File: src/rtl/switch_pkg.sv
// Shared types and defaults for the board switch conditioning path.
package switch_pkg;

    typedef enum logic {STABLE, COUNT} db_state_t;

    localparam int DEFAULT_DEBOUNCE = 4;
    localparam int N_SW_DEFAULT     = 9;

endpackage

File: src/rtl/debounce_cell.sv
// One switch bit: two-flop synchroniser followed by a STABLE/COUNT debounce FSM.
module debounce_cell
    import switch_pkg::*;
#(
    parameter int DEBOUNCE_CYCLES = DEFAULT_DEBOUNCE
) (
    input  logic clk,
    input  logic n_reset,
    input  logic sw_raw,
    output logic sw_db,
    output logic sw_changed,
    output logic changed_next
);

    localparam int CNT_W = $clog2(DEBOUNCE_CYCLES + 1);
    localparam logic [CNT_W-1:0] CNT_LAST = CNT_W'(DEBOUNCE_CYCLES - 1);

    logic             sync1, sync2;
    db_state_t        state, state_nx;
    logic [CNT_W-1:0] cnt, cnt_nx;
    logic             db_nx;

    always_ff @(posedge clk or negedge n_reset) begin
        if (!n_reset) begin
            sync1      <= 1'b0;
            sync2      <= 1'b0;
            state      <= STABLE;
            cnt        <= '0;
            sw_db      <= 1'b0;
            sw_changed <= 1'b0;
        end else begin
            sync1      <= sw_raw;
            sync2      <= sync1;
            state      <= state_nx;
            cnt        <= cnt_nx;
            sw_db      <= db_nx;
            sw_changed <= changed_next;
        end
    end

    // changed_next is exported so the top can register any_change in step with sw_changed
    always_comb begin
        state_nx     = state;
        cnt_nx       = '0;
        db_nx        = sw_db;
        changed_next = 1'b0;
        case (state)
            STABLE: begin
                if (sync2 != sw_db) begin
                    state_nx = COUNT;
                    cnt_nx   = CNT_W'(1);
                end
            end
            COUNT: begin
                if (sync2 == sw_db) begin
                    state_nx = STABLE;
                end else if (cnt == CNT_LAST) begin
                    db_nx        = sync2;
                    changed_next = 1'b1;
                    state_nx     = STABLE;
                end else begin
                    cnt_nx = cnt + CNT_W'(1);
                end
            end
            default: state_nx = STABLE;
        endcase
    end

endmodule

File: src/rtl/switch_conditioner.sv
// Conditions the raw board data switches into clean levels and change strobes for the cpu.
module switch_conditioner
    import switch_pkg::*;
#(
    parameter int N_SW            = N_SW_DEFAULT,
    parameter int DEBOUNCE_CYCLES = DEFAULT_DEBOUNCE
) (
    input  logic            clk,
    input  logic            n_reset,
    input  logic [N_SW-1:0] sw_raw,
    output logic [N_SW-1:0] sw_db,
    output logic [N_SW-1:0] sw_changed,
    output logic            any_change
);

    logic [N_SW-1:0] changed_nx;

    for (genvar i = 0; i < N_SW; i++) begin : g_cell
        debounce_cell #(
            .DEBOUNCE_CYCLES(DEBOUNCE_CYCLES)
        ) u_cell (
            .clk         (clk),
            .n_reset     (n_reset),
            .sw_raw      (sw_raw[i]),
            .sw_db       (sw_db[i]),
            .sw_changed  (sw_changed[i]),
            .changed_next(changed_nx[i])
        );
    end

    always_ff @(posedge clk or negedge n_reset) begin
        if (!n_reset) begin
            any_change <= 1'b0;
        end else begin
            any_change <= |changed_nx;
        end
    end

endmodule

File: config.mk
export PLATFORM = sky130hd
export DESIGN_NAME = switch_conditioner
export DESIGN_NICKNAME = d
export VERILOG_FILES = /design/src/rtl/switch_pkg.sv /design/src/rtl/debounce_cell.sv /design/src/rtl/switch_conditioner.sv
export SDC_FILE = /design/constraint.sdc
export NUM_CORES = 1
export LEC_CHECK = 0
export CORE_UTILIZATION = 59
export DETAILED_ROUTE_END_ITERATION = 7
export PLACE_DENSITY = 0.83
export SYNTH_ARGS = -nofsm -noshare
export SYNTH_HDL_FRONTEND = slang
export SYNTH_HIERARCHICAL = 1
export SYNTH_SLANG_ARGS = --single-unit
File: constraint.sdc
create_clock -name clk -period 2.9 [get_ports clk]
set_clock_uncertainty 0.1 [all_clocks]
set_input_delay 0.87 -clock clk [delete_from_list [all_inputs] [get_ports clk]]
set_output_delay 0.87 -clock clk [all_outputs]
set_load 0.1 [all_outputs]
==> summary.md <==
| Metric | Value |
|---|---|
| Status | `finished, violations left` |
| Failing checks | `DRC` |
| Final min period | `2084 ps` |
| EDFF count, synth | `0` |
| Chip Height | `70.52 um` |
| Hold Path Stages | `0` |
| CP max-delay cell | `dfrtp_1` |
| Clock latency on the worst-skew pair | `340 ps` |
| Top cells by area, synth | `dfrtp_1 66%, mux2_4 4.9%, nor2b_4 4.5%` |
| RSZ-0062 raised after global routing | `false` |
| Post-CTS sizing | `0` |
| I/O Pins | `30` |
| Worst hold margin | `242.6 ps` |
| Yosys cell types | `15` |
| Delay-heaviest family, CP | `flip-flops` |
| Worst Hold End | `g_cell[8].u_cell/sync2` |
| Top-count cell post-synth | `dfrtp_1` |
| Crit path DAT | `1110 ps` |
| First-pass GRT wire length | `7.935 mm` |
| Area growth, synth to finish | `19.20%` |
| R2R Path End | `any_change` |
| Cell type with the largest total area after synthesis | `dfrtp_1` |
| CTS sink cnt | `73` |
| Detailed placement HPWL | `3.095 mm` |
| Crit start category | `flop` |
| Met3 Resource Use GR | `0.06061` |
| Worst vdd rail ir drop | `0.6364 mV` |
| Setup Fix Bufs, Post-CTS | `0` |
| Final period util | `0.7186` |
| Multi-input gate area | `943.4 um^2` |
| Die width | `70.52 um` |
| Pwr Density | `1092 mW/mm^2` |
| CTS tree | `done` |
| Final Hold Vio Count | `0` |
| Yosys top cell area share | `0.6594` |
| GR peak layer | `met2` |
| Antenna fix cells | `0` |
| Hold Crit Class | `reg2reg` |
| Number of global-route vias before repair | `1657` |
| Internal reg-to-reg setup slack | `1330 ps` |
| Routed vias | `1518` |
| Synth top cells by count | `73 x dfrtp_1, 19 x nor2_1` |
| Max frequency | `479.9 MHz` |
| GP Congestion | `0.7892` |
| Setup violators final | `0` |
| Fin area | `0.003302 mm^2` |
| Mapped Cells | `185` |
| # fillers | `291` |
| Worst slew pin tran | `493.7 ps` |
| Rel. slew slack | `0.6709` |
| Wirelength per Cell | `15.72 um` |
| CTS buffer count | `9` |
| Biggest cell delay along the critical path | `450 ps` |
| DRC Markers | `6` |
| Placed inst area | `0.003093 mm^2` |
| Post-Layout Cell Count | `283` |
| Lkg Pwr | `1.650 nW` |
| HP Start | `g_cell[8].u_cell/sync1` |
| Setup CP Type | `reg2out` |
| Largest net degree at the start of global routing | `53` |
| Slew Viols, Final | `0` |
| Synth warnings | `6` |
| Sequential area share after synthesis | `0.6594` |
| GR Util All Layers | `0.2169` |
| Drt first-iter violations | `53` |
| Ys async rst share | `1.000` |
| R2r worst-path depth | `6` |
| H-tree depth | `3` |
| Grt ovf | `0` |
| Clock tree buffer depth | `2` |
| Total chip power | `3.607 mW` |
| Synthesized cell area | `0.002770 mm^2` |
| Crit path max fanout | `4` |
| Initial antenna violation count | `0` |
| Syn nets | `205` |
| Number of core rows | `24` |
| Layout cells sized above 1 | `0.3160` |
| Max-cap viol count | `0` |
| GR Layer Usage met2 | `0.3463` |
| First-pass DRT Iterations | `6` |
| Final #Nets | `246` |
| Critical path required time | `1930 ps` |
| Seq cells post-synth | `73` |
| Post-route setup TNS | `0 ps` |
| WL final | `4.450 mm` |
| Met1 GRT Util | `0.2598` |
| Mean post-synth cell area | `14.97 um^2` |
| Post-synth top flop | `dfrtp_1` |
| PortBufs | `29` |
| Routed vias/inst | `5.364` |
| CP cell instances | `buf_4` |
| Die ar. | `0.004973 mm^2` |
| Post-DRT Antenna Nets | `0` |
| Placed Cells | `267` |
| Worst path buffer plus inverter count | `1` |
| Clock Pin Slew Worst Setup and Hold Paths | `80 ps` |
| Hold buffers post-CTS | `0` |
| CP Capture Type | `output pin` |
| Register Area | `0.001827 mm^2` |
| Core footprint | `0.004444 mm^2` |
| Clock root buffer master | `clkbuf_8` |
| Reg2reg start | `g_cell[6].u_cell/cnt[0]` |
| Initial Util | `0.6233` |
layout make-up:
| type | count | share of cell area |
|---|---|---|
| tap | 52 | 0.01970 |
| multi-input combinational | 112 | 0.2857 |
| sequential | 73 | 0.5532 |
| timing repair buffer | 30 | 0.07806 |
| clock inverter | 7 | 0.02577 |
| clock buffer | 9 | 0.03751 |
per-layer routing:
metal / part of all wire / wire length [um] / vias to the layer above
met4: 0.028 / 125 / 0
met5: 0 / 0 / -
met1: 0.42 / 1865 / 761
met3: 0.031 / 138 / 12
li1: - / - / 714
met2: 0.52 / 2320 / 31
power breakdown:
part	internal, mW	total, mW	switching [mW]
registers	1.28	1.52	0.236
clock network	0.476	0.829	0.353
logic	0.449	1.26	0.811
total	2.21	3.61	1.40
registers in the layout, indices dropped and copies added, names as in the netlist:
name,cells
any_change,1
g_cell.u_cell/cnt,27
g_cell.u_cell/state,9
g_cell.u_cell/sw_changed,9
g_cell.u_cell/sw_db,9
g_cell.u_cell/sync1,9
g_cell.u_cell/sync2,9
per-stage QoR:
step,setup slack (ps),util
6_report,816.0,0.7430
5_1_grt,769.2,0.7430
3_3_place_gp,1228,0.6959
3_5_place_dp,1202,0.6959
4_1_cts,800.2,0.7430
2_1_floorplan,977.4,-
worst max path at each step:
stage | startpoint | end | slack [ps] | cells after the start
2_1_floorplan | g_cell[0].u_cell/sw_db | sw_db[0] | 980 | 0
3_3_place_gp | g_cell[6].u_cell/sw_db | sw_db[6] | 1230 | 1
3_5_place_dp | g_cell[0].u_cell/sw_db | sw_db[0] | 1200 | 1
4_1_cts | g_cell[2].u_cell/sw_db | sw_db[2] | 800 | 1
5_1_grt | g_cell[2].u_cell/sw_db | sw_db[2] | 770 | 1
6_report | g_cell[2].u_cell/sw_db | sw_db[2] | 820 | 1
kinds of logic (layout without fill, tap and decap cells):
kind of cell,Yosys count,after routing,synth area share
buffers and inverters,0,46,0
muxes,9,9,0.04878
xor gates and xnor gates,18,18,0.05691
DFF,73,73,0.6594
AOI/OAI and AO/OA,18,18,0.04065
adders and majority gates,9,9,0.04065
and+or+nand+nor,58,58,0.1536
cells in the final DEF (no fill, tap or decap):
cell             synthesis  final
a21oi_1                  9      9
and3_1                   9      9
and4b_2                  9      9
buf_12                   0      1
buf_2                    0      1
buf_4                    0     19
bufinv_16                0      2
clkbuf_8                 0      9
clkdlybuf4s50_1          0      9
clkinv_2                 0      5
dfrtp_1                 73     73
ha_1                     9      9
mux2_4                   9      9
nand2_2                  9      9
nand3_1                  1      1
nor2_1                  19     19
nor2b_4                  9      9
nor3_1                   1      1
nor4_1                   1      1
o21a_1                   9      9
xnor2_1                  9      9
xor2_1                   9      9
Power figures use the tool's default switching activity.
